[src/rtl/id_ex_pipe_stage_if.sv]
// ---------------------------------------------------------------------------
// id_ex_pipe_stage_if
//   Bundle of every non-clock/reset signal of the ID/EX pipeline stage.
//   slave  : the stage's view (decode-side inputs in, execute-side outputs out)
//   master : the surrounding core's view (drives decode payload, consumes
//            execute payload, supplies later-stage rd / regwrite)
// Signals
//   in_valid/in_ready       decode-side handshake
//   in_ir/in_words/in_ctrl  decode payload (word k at [k*XLEN +: XLEN])
//   flush                   kill held and incoming entries
//   out_valid/out_ready     execute-side handshake
//   out_ir/out_words/out_ctrl, out_rs1/out_rs2/out_rd   registered payload
//   hazard_stall            load-use hazard, fetch/decode must hold
//   exmem_rd/exmem_regwrite, memwb_rd/memwb_regwrite  later-stage writers
//   fwd_sel_a/fwd_sel_b     ALU operand forwarding selects
// ---------------------------------------------------------------------------
interface id_ex_pipe_stage_if #(
    parameter int XLEN      = 32,
    parameter int NUM_WORDS = 9,
    parameter int CTRL_W    = 10
);
    logic                      in_valid;
    logic                      in_ready;
    logic [XLEN-1:0]           in_ir;
    logic [NUM_WORDS*XLEN-1:0] in_words;
    logic [CTRL_W-1:0]         in_ctrl;
    logic                      flush;
    logic                      out_valid;
    logic                      out_ready;
    logic [XLEN-1:0]           out_ir;
    logic [NUM_WORDS*XLEN-1:0] out_words;
    logic [CTRL_W-1:0]         out_ctrl;
    logic [4:0]                out_rs1;
    logic [4:0]                out_rs2;
    logic [4:0]                out_rd;
    logic                      hazard_stall;
    logic [4:0]                exmem_rd;
    logic [4:0]                memwb_rd;
    logic                      exmem_regwrite;
    logic                      memwb_regwrite;
    logic [1:0]                fwd_sel_a;
    logic [1:0]                fwd_sel_b;

    modport slave (
        input  in_valid, in_ir, in_words, in_ctrl, flush, out_ready,
               exmem_rd, memwb_rd, exmem_regwrite, memwb_regwrite,
        output in_ready, out_valid, out_ir, out_words, out_ctrl,
               out_rs1, out_rs2, out_rd, hazard_stall, fwd_sel_a, fwd_sel_b
    );

    modport master (
        output in_valid, in_ir, in_words, in_ctrl, flush, out_ready,
               exmem_rd, memwb_rd, exmem_regwrite, memwb_regwrite,
        input  in_ready, out_valid, out_ir, out_words, out_ctrl,
               out_rs1, out_rs2, out_rd, hazard_stall, fwd_sel_a, fwd_sel_b
    );
endinterface

[src/rtl/id_ex_pipe_stage.sv]
// ---------------------------------------------------------------------------
// id_ex_pipe_stage
//   ID/EX pipeline register for the pipelined OTTER core: single-edge,
//   valid/ready, two-entry (main + skid) FIFO with flush (bubble insert),
//   load-use hazard detection and optional forwarding-select generation.
// Ports
//   REG_CLOCK  clock, all state on rising edge
//   REG_RESET  synchronous active-high reset
//   bus        id_ex_pipe_stage_if.slave (handshakes, payloads, hazard,
//              forwarding inputs/outputs)
// Configuration
//   ID_EX_FWD_UNIT_EN  when defined, fwd_sel_a/b are generated from the
//                      registered rs1/rs2 against EX/MEM and MEM/WB writers;
//                      otherwise both selects are constant 00.
// ---------------------------------------------------------------------------
module id_ex_pipe_stage #(
    parameter int XLEN        = 32,
    parameter int NUM_WORDS   = 9,
    parameter int CTRL_W      = 10,
    parameter int MEMREAD_BIT = 2
) (
    input  logic               REG_CLOCK,
    input  logic               REG_RESET,
    id_ex_pipe_stage_if.slave  bus
);

    typedef enum logic [1:0] {
        ST_EMPTY = 2'd0,
        ST_FULL  = 2'd1,
        ST_SKID  = 2'd2
    } state_t;

    state_t                    r_state;
    state_t                    w_state_next;

    logic [XLEN-1:0]           r_main_ir;
    logic [NUM_WORDS*XLEN-1:0] r_main_words;
    logic [CTRL_W-1:0]         r_main_ctrl;
    logic [XLEN-1:0]           r_skid_ir;
    logic [NUM_WORDS*XLEN-1:0] r_skid_words;
    logic [CTRL_W-1:0]         r_skid_ctrl;

    logic                      w_out_valid;
    logic                      w_in_ready;
    logic                      w_hazard;
    logic                      w_accept;
    logic                      w_drain;
    logic                      w_load_main;
    logic                      w_load_skid;
    logic                      w_main_from_skid;
    logic [4:0]                w_main_rd;

    assign w_main_rd = r_main_ir[11:7];

    // Load-use: the instruction held in main is a load whose destination is
    // read by the incoming instruction. Uses r_state directly (not
    // w_out_valid) so the ready path has no combinational self-dependency.
    assign w_hazard = !bus.flush
                   && (r_state != ST_EMPTY)
                   && r_main_ctrl[MEMREAD_BIT]
                   && (w_main_rd != 5'd0)
                   && bus.in_valid
                   && ((w_main_rd == bus.in_ir[19:15]) || (w_main_rd == bus.in_ir[24:20]));

    assign w_accept = bus.in_valid && w_in_ready;
    assign w_drain  = w_out_valid && bus.out_ready;

    // FSM: state register
    always_ff @(posedge REG_CLOCK) begin
        if (REG_RESET) begin
            r_state <= ST_EMPTY;
        end else begin
            r_state <= w_state_next;
        end
    end

    // FSM: next state (flush wins over every handshake)
    always_comb begin
        w_state_next = r_state;
        if (bus.flush) begin
            w_state_next = ST_EMPTY;
        end else begin
            case (r_state)
                ST_EMPTY: if (w_accept) w_state_next = ST_FULL;
                ST_FULL: begin
                    if (w_accept && !w_drain)      w_state_next = ST_SKID;
                    else if (!w_accept && w_drain) w_state_next = ST_EMPTY;
                end
                ST_SKID:  if (w_drain) w_state_next = ST_FULL;
                default:  w_state_next = ST_EMPTY;
            endcase
        end
    end

    // FSM: outputs
    always_comb begin
        w_out_valid = (r_state != ST_EMPTY);
        w_in_ready  = (r_state != ST_SKID) && !w_hazard && !REG_RESET;
    end

    // Main is loaded from the input when it is (or is about to be) free and
    // no older entry waits in skid; from skid when skid holds the next entry.
    assign w_load_skid      = (r_state == ST_FULL) && w_accept && !w_drain;
    assign w_load_main      = ((r_state == ST_EMPTY) && w_accept)
                           || ((r_state == ST_FULL) && w_accept && w_drain)
                           || ((r_state == ST_SKID) && w_drain);
    assign w_main_from_skid = (r_state == ST_SKID);

    always_ff @(posedge REG_CLOCK) begin
        if (REG_RESET) begin
            r_main_ir    <= '0;
            r_main_words <= '0;
            r_main_ctrl  <= '0;
            r_skid_ir    <= '0;
            r_skid_words <= '0;
            r_skid_ctrl  <= '0;
        end else if (bus.flush) begin
            // Bubble: no regWrite/memWrite can escape a killed entry.
            r_main_ctrl <= '0;
        end else begin
            if (w_load_skid) begin
                r_skid_ir    <= bus.in_ir;
                r_skid_words <= bus.in_words;
                r_skid_ctrl  <= bus.in_ctrl;
            end
            if (w_load_main) begin
                r_main_ir    <= w_main_from_skid ? r_skid_ir    : bus.in_ir;
                r_main_words <= w_main_from_skid ? r_skid_words : bus.in_words;
                r_main_ctrl  <= w_main_from_skid ? r_skid_ctrl  : bus.in_ctrl;
            end
        end
    end

    assign bus.in_ready     = w_in_ready;
    assign bus.out_valid    = w_out_valid;
    assign bus.out_ir       = r_main_ir;
    assign bus.out_words    = r_main_words;
    assign bus.out_ctrl     = r_main_ctrl;
    assign bus.out_rs1      = r_main_ir[19:15];
    assign bus.out_rs2      = r_main_ir[24:20];
    assign bus.out_rd       = w_main_rd;
    assign bus.hazard_stall = w_hazard;

`ifdef ID_EX_FWD_UNIT_EN
    logic [1:0][4:0] w_fwd_rs;
    logic [1:0][1:0] w_fwd_sel;

    assign w_fwd_rs[0] = r_main_ir[19:15];
    assign w_fwd_rs[1] = r_main_ir[24:20];

    // EX/MEM is the younger producer, so it takes priority over MEM/WB.
    function automatic logic [1:0] fwd_select(input logic [4:0] rs, input logic vld,
                                              input logic ex_we, input logic [4:0] ex_rd,
                                              input logic wb_we, input logic [4:0] wb_rd);
        logic [1:0] sel;
        sel = 2'b00;
        if (vld) begin
            if (ex_we && (ex_rd != 5'd0) && (ex_rd == rs))      sel = 2'b01;
            else if (wb_we && (wb_rd != 5'd0) && (wb_rd == rs)) sel = 2'b10;
        end
        return sel;
    endfunction

    for (genvar gi = 0; gi < 2; gi++) begin : g_fwd
        assign w_fwd_sel[gi] = fwd_select(w_fwd_rs[gi], w_out_valid,
                                          bus.exmem_regwrite, bus.exmem_rd,
                                          bus.memwb_regwrite, bus.memwb_rd);
    end

    assign bus.fwd_sel_a = w_fwd_sel[0];
    assign bus.fwd_sel_b = w_fwd_sel[1];
`else
    assign bus.fwd_sel_a = 2'b00;
    assign bus.fwd_sel_b = 2'b00;
`endif

endmodule
[src/flat_wrapper.sv]
// flat-port wrapper written by rule: the top's interface ports become plain ports
module id_ex_pipe_stage_flat 
#(
    parameter int XLEN        = 32,
    parameter int NUM_WORDS   = 9,
    parameter int CTRL_W      = 10,
    parameter int MEMREAD_BIT = 2
)
  (REG_CLOCK, REG_RESET, bus_in_valid, bus_in_ir, bus_in_words, bus_in_ctrl, bus_flush, bus_out_ready, bus_exmem_rd, bus_memwb_rd, bus_exmem_regwrite, bus_memwb_regwrite, bus_in_ready, bus_out_valid, bus_out_ir, bus_out_words, bus_out_ctrl, bus_out_rs1, bus_out_rs2, bus_out_rd, bus_hazard_stall, bus_fwd_sel_a, bus_fwd_sel_b);
  id_ex_pipe_stage_if #(.XLEN(XLEN), .NUM_WORDS(NUM_WORDS), .CTRL_W(CTRL_W)) bus_i ();
  input  logic REG_CLOCK;
  input  logic REG_RESET;
  input wire logic [$bits(bus_i.in_valid)-1:0] bus_in_valid;
  input wire logic [$bits(bus_i.in_ir)-1:0] bus_in_ir;
  input wire logic [$bits(bus_i.in_words)-1:0] bus_in_words;
  input wire logic [$bits(bus_i.in_ctrl)-1:0] bus_in_ctrl;
  input wire logic [$bits(bus_i.flush)-1:0] bus_flush;
  input wire logic [$bits(bus_i.out_ready)-1:0] bus_out_ready;
  input wire logic [$bits(bus_i.exmem_rd)-1:0] bus_exmem_rd;
  input wire logic [$bits(bus_i.memwb_rd)-1:0] bus_memwb_rd;
  input wire logic [$bits(bus_i.exmem_regwrite)-1:0] bus_exmem_regwrite;
  input wire logic [$bits(bus_i.memwb_regwrite)-1:0] bus_memwb_regwrite;
  output wire logic [$bits(bus_i.in_ready)-1:0] bus_in_ready;
  output wire logic [$bits(bus_i.out_valid)-1:0] bus_out_valid;
  output wire logic [$bits(bus_i.out_ir)-1:0] bus_out_ir;
  output wire logic [$bits(bus_i.out_words)-1:0] bus_out_words;
  output wire logic [$bits(bus_i.out_ctrl)-1:0] bus_out_ctrl;
  output wire logic [$bits(bus_i.out_rs1)-1:0] bus_out_rs1;
  output wire logic [$bits(bus_i.out_rs2)-1:0] bus_out_rs2;
  output wire logic [$bits(bus_i.out_rd)-1:0] bus_out_rd;
  output wire logic [$bits(bus_i.hazard_stall)-1:0] bus_hazard_stall;
  output wire logic [$bits(bus_i.fwd_sel_a)-1:0] bus_fwd_sel_a;
  output wire logic [$bits(bus_i.fwd_sel_b)-1:0] bus_fwd_sel_b;
  assign bus_i.in_valid = bus_in_valid;
  assign bus_i.in_ir = bus_in_ir;
  assign bus_i.in_words = bus_in_words;
  assign bus_i.in_ctrl = bus_in_ctrl;
  assign bus_i.flush = bus_flush;
  assign bus_i.out_ready = bus_out_ready;
  assign bus_i.exmem_rd = bus_exmem_rd;
  assign bus_i.memwb_rd = bus_memwb_rd;
  assign bus_i.exmem_regwrite = bus_exmem_regwrite;
  assign bus_i.memwb_regwrite = bus_memwb_regwrite;
  assign bus_in_ready = bus_i.in_ready;
  assign bus_out_valid = bus_i.out_valid;
  assign bus_out_ir = bus_i.out_ir;
  assign bus_out_words = bus_i.out_words;
  assign bus_out_ctrl = bus_i.out_ctrl;
  assign bus_out_rs1 = bus_i.out_rs1;
  assign bus_out_rs2 = bus_i.out_rs2;
  assign bus_out_rd = bus_i.out_rd;
  assign bus_hazard_stall = bus_i.hazard_stall;
  assign bus_fwd_sel_a = bus_i.fwd_sel_a;
  assign bus_fwd_sel_b = bus_i.fwd_sel_b;
  id_ex_pipe_stage #(.XLEN(XLEN), .NUM_WORDS(NUM_WORDS), .CTRL_W(CTRL_W), .MEMREAD_BIT(MEMREAD_BIT)) u_core (.REG_CLOCK(REG_CLOCK), .REG_RESET(REG_RESET), .bus(bus_i));
endmodule
[config.mk]
export PLATFORM = sky130hd
export DESIGN_NAME = id_ex_pipe_stage_flat
export DESIGN_NICKNAME = d
export VERILOG_FILES = /design/src/rtl/id_ex_pipe_stage_if.sv /design/src/rtl/id_ex_pipe_stage.sv /design/src/flat_wrapper.sv
export SDC_FILE = /design/constraint.sdc
export NUM_CORES = 1
export LEC_CHECK = 0
export CELL_PAD_IN_SITES_DETAIL_PLACEMENT = 1
export CELL_PAD_IN_SITES_GLOBAL_PLACEMENT = 2
export CORE_AREA = 2 2 261 392
export DETAILED_ROUTE_END_ITERATION = 16
export DIE_AREA = 0 0 263 394
export GPL_TIMING_DRIVEN = 0
export PLACE_DENSITY_LB_ADDON = 0.1
export SYNTH_ARGS = -nofsm -noshare
export SYNTH_HDL_FRONTEND = slang
export SYNTH_SLANG_ARGS = --single-unit
[constraint.sdc]
create_clock -name REG_CLOCK -period 2.7 [get_ports REG_CLOCK]
set_input_delay 0.54 -clock REG_CLOCK [delete_from_list [all_inputs] [get_ports REG_CLOCK]]
set_output_delay 0.54 -clock REG_CLOCK [all_outputs]
set_load 0.1 [all_outputs]
==> impl_metrics.tcl <==
set metrics [dict create \
    status "finished, violations left" \
    violations "setup timing" \
    fp.dieW_um 263 \
    fin_skew_ns 0.01953 \
    placed_cells 5252 \
    utilization 0.4180 \
    ys_ff_latch 662 \
    overflow 0 \
    syn_avg_cell_area_sq_um 9.448 \
    cts_sinks 662 \
    antenna_left 0 \
    grt_setup_unrepaired "yes" \
    cts_buffers 72 \
    drive_gt1_frac 0.09053 \
    ctsHtreeMaxLevel 3 \
    placed_area_sq_um 39330 \
    critPathKind "flop to primary output" \
    tightest_slew_ns 1.211 \
    dp_slack_ns -1.752 \
    synth_most_common_cell "dfxtp_1" \
    wire_per_inst_um 23.77 \
    max_stage_delay_ns 0.54 \
    nets 4386 \
    yosysTopAreaCell "dfxtp_1" \
    critPathRequiredTime_ns 2.16 \
    yosysSeqAreaShare 0.4299 \
    syn_inst 3263 \
    cts_root_buffer "clkbuf_16" \
    p_leak_nw 19.49 \
    dr.first_iter.drc_count 1224 \
    min_path_type "primary input to flop" \
    dr.pass1.iters 4 \
    rows 143 \
    max_cap_violations 0 \
    antenna_found_initial 42 \
    finalSetupViolCount 2 \
    finalMaxSlewViolations 0 \
    cp_slowest_cell "or4_4" \
    worst_slack_ns -0.2039 \
    fmax_mhz 344.4 \
    maxSlewHeadroom 0.1958 \
    ys_async_sr_fraction 0 \
    end_kind "primary output" \
    area_growth_pct 36.33 \
    clk_pin_slew_ns 0.06 \
    ys_dominant_reg_cell "dfxtp_1" \
    fin_area_sq_um 42030 \
    synth_cell_types 37 \
    synth_edf_count 0 \
    ir_worst_vdd_v 0.0004336 \
    final_hold_viol_count 0 \
    synth_warnings 0 \
    power_density_nw_per_um2 677.9 \
    cp-start-kind "flop" \
    cts_tree "yes" \
    die_h_um 394 \
    fin_crit_ns 2.904 \
    port_buffers 681 \
    cp.arrival_ns 2.36 \
    cp_max_fo 6 \
    dieArea_sq_um 103600 \
    via_per_inst 5.139 \
    grt_pass1_wl_um 190700 \
    grt_pass1_vias 29567 \
    num_vias 27781 \
    wl_um 128500 \
    grt_usage 0.2409 \
    start_util 0.3066 \
    hold_slack_ns 0.3278 \
    drc 0 \
    core-area_sq_um 100600 \
    min_period_over_period 1.076 \
    synth.area.top_cells "dfxtp_1 43%, mux2i_1 13%, a221oi_1 9.1%" \
    clock_path_buffers 3 \
    dpl.hpwl_um 95440 \
    io-pin-count 699 \
    netlist_area_sq_um 30830 \
    grt_max_degree 20 \
    clk-insertion-delay-late_ns 0.65 \
    finalNonFillerCells 5406 \
    path_cells "or4_4 > o211ai_4 > nor2_4 > nor3b_4 > buf_12" \
    synth_top_area_frac 0.4299 \
    synthTopCellsByCount "662 x dfxtp_1, 402 x mux2i_1, 366 x nand2b_1" \
    place_congestion 0.8025 \
]
[critical path: cells and delay by family, from the launching register on]
family	cells	cell delay, ns
AND/OR/NAND/NOR	3	0.87
flip-flops	1	0.39
AO/OA/AOI/OAI	1	0.24
buffers and inverters	1	0.20
[area by class of cell]
| type | count | area [sq um] |
|---|---|---|
| fillers | 11567 | 58520 |
| flip-flops and latches | 662 | 13270 |
| well taps | 1305 | 1633 |
| repair buffers | 701 | 6705 |
| plain buffers | 377 | 2515 |
| multi-input cells | 2001 | 14700 |
| inverters | 224 | 840.8 |
| clock buffers | 106 | 2132 |
| clock inverters | 16 | 201.4 |
| diodes | 14 | 35.03 |
[routing by layer]
layer / share of wire / wire [um] / vias up / global-route usage
li1: - / - / 13221 / -
met1: 0.41 / 52530 / 13617 / 0.2786
met2: 0.49 / 63030 / 685 / 0.4194
met3: 0.067 / 8591 / 206 / 0.06784
met4: 0.031 / 3999 / 52 / 0.09194
met5: 0.0025 / 326 / - / 0
[state kept, by name (all words and copies together), names as in the netlist]
register and count:
u_core.bus.out_words 288, u_core.r_skid_words 288, u_core.bus.out_ir 32, u_core.r_skid_ir 32, u_core.bus.out_ctrl 10, u_core.r_skid_ctrl 10
u_core.r_state 2
[cells in the final DEF, fill, tap and decap left out, types with 14 or more instances in the layout]
cell type        synthesis  final
clkbuf_16                0     79
nor2b_1                 37     37
nand2_1                246    246
dfxtp_1                662    657
buf_8                    0     26
clkbuf_1               234    218
buf_4                   41     40
inv_1                  223    223
diode_2                  0     14
buf_12                   0     15
buf_2                   28     17
a221oi_1               320    320
o21ai_0                223    223
clkbuf_8                 0     17
mux2i_1                402    402
clkbuf_2                 0     29
a211oi_1               320    320
dlygate4sd2_1            0    340
clkdlybuf4s50_1          0    337
nand2b_1               366    366
buf_6                   70     58
mux2_2                  47     47
[final timing paths]
path	startpoint	end	slack, ns	cells after the start
worst min-delay path	bus_flush	u_core.r_state[1]	0.33	2
worst max register to register	u_core.bus.out_ir[8]	u_core.bus.out_words[40]	0.01	11
worst max-delay path	u_core.bus.out_ir[8]	bus_in_ready	-0.20	5
worst min register to register	u_core.bus.out_ctrl[3]	u_core.bus.out_ctrl[3]	0.46	2
[cells by family (layout without fill, tap and decap cells)]
kind of cell,Yosys count,after routing,share of synthesized area
xor gates and xnor gates,10,10,0.002841
DFF,662,662,0.4299
AOI/OAI and AO/OA,875,875,0.2085
buffers and inverters,603,1424,0.09659
other,1,18,0.0001216
muxes,449,449,0.1477
and+or+nand+nor,663,663,0.1144
[timing repair]
item | 4_1_cts | 5_1_grt
hold buffers | 0 | 0
pin swaps | 11 | 30
buffers inserted | 11 | 4
cloned | 1 | 4
setup endpoints to repair | 727 | 344
resized for setup | 425 | 93
[through the flow]
stage	total power, mW	TNS, ns
after floorplan	16.22	-0.1614
after global placement	18.67	-482.69
after detailed placement	18.68	-485.12
after CTS	28.72	-0.5080
after global routing	29.54	-12.59
final	28.49	-0.3858
[report_power, final]
part           total [mW]  leakage [nW]  internal, mW  switching (mW)
Combinational        7.65          12.9          2.07            5.58
Clock                10.2          1.15          5.84            4.36
Sequential           10.6          5.40          10.3           0.366
Total                28.5          19.5          18.2            10.3
(Power assumes the default switching activity.)
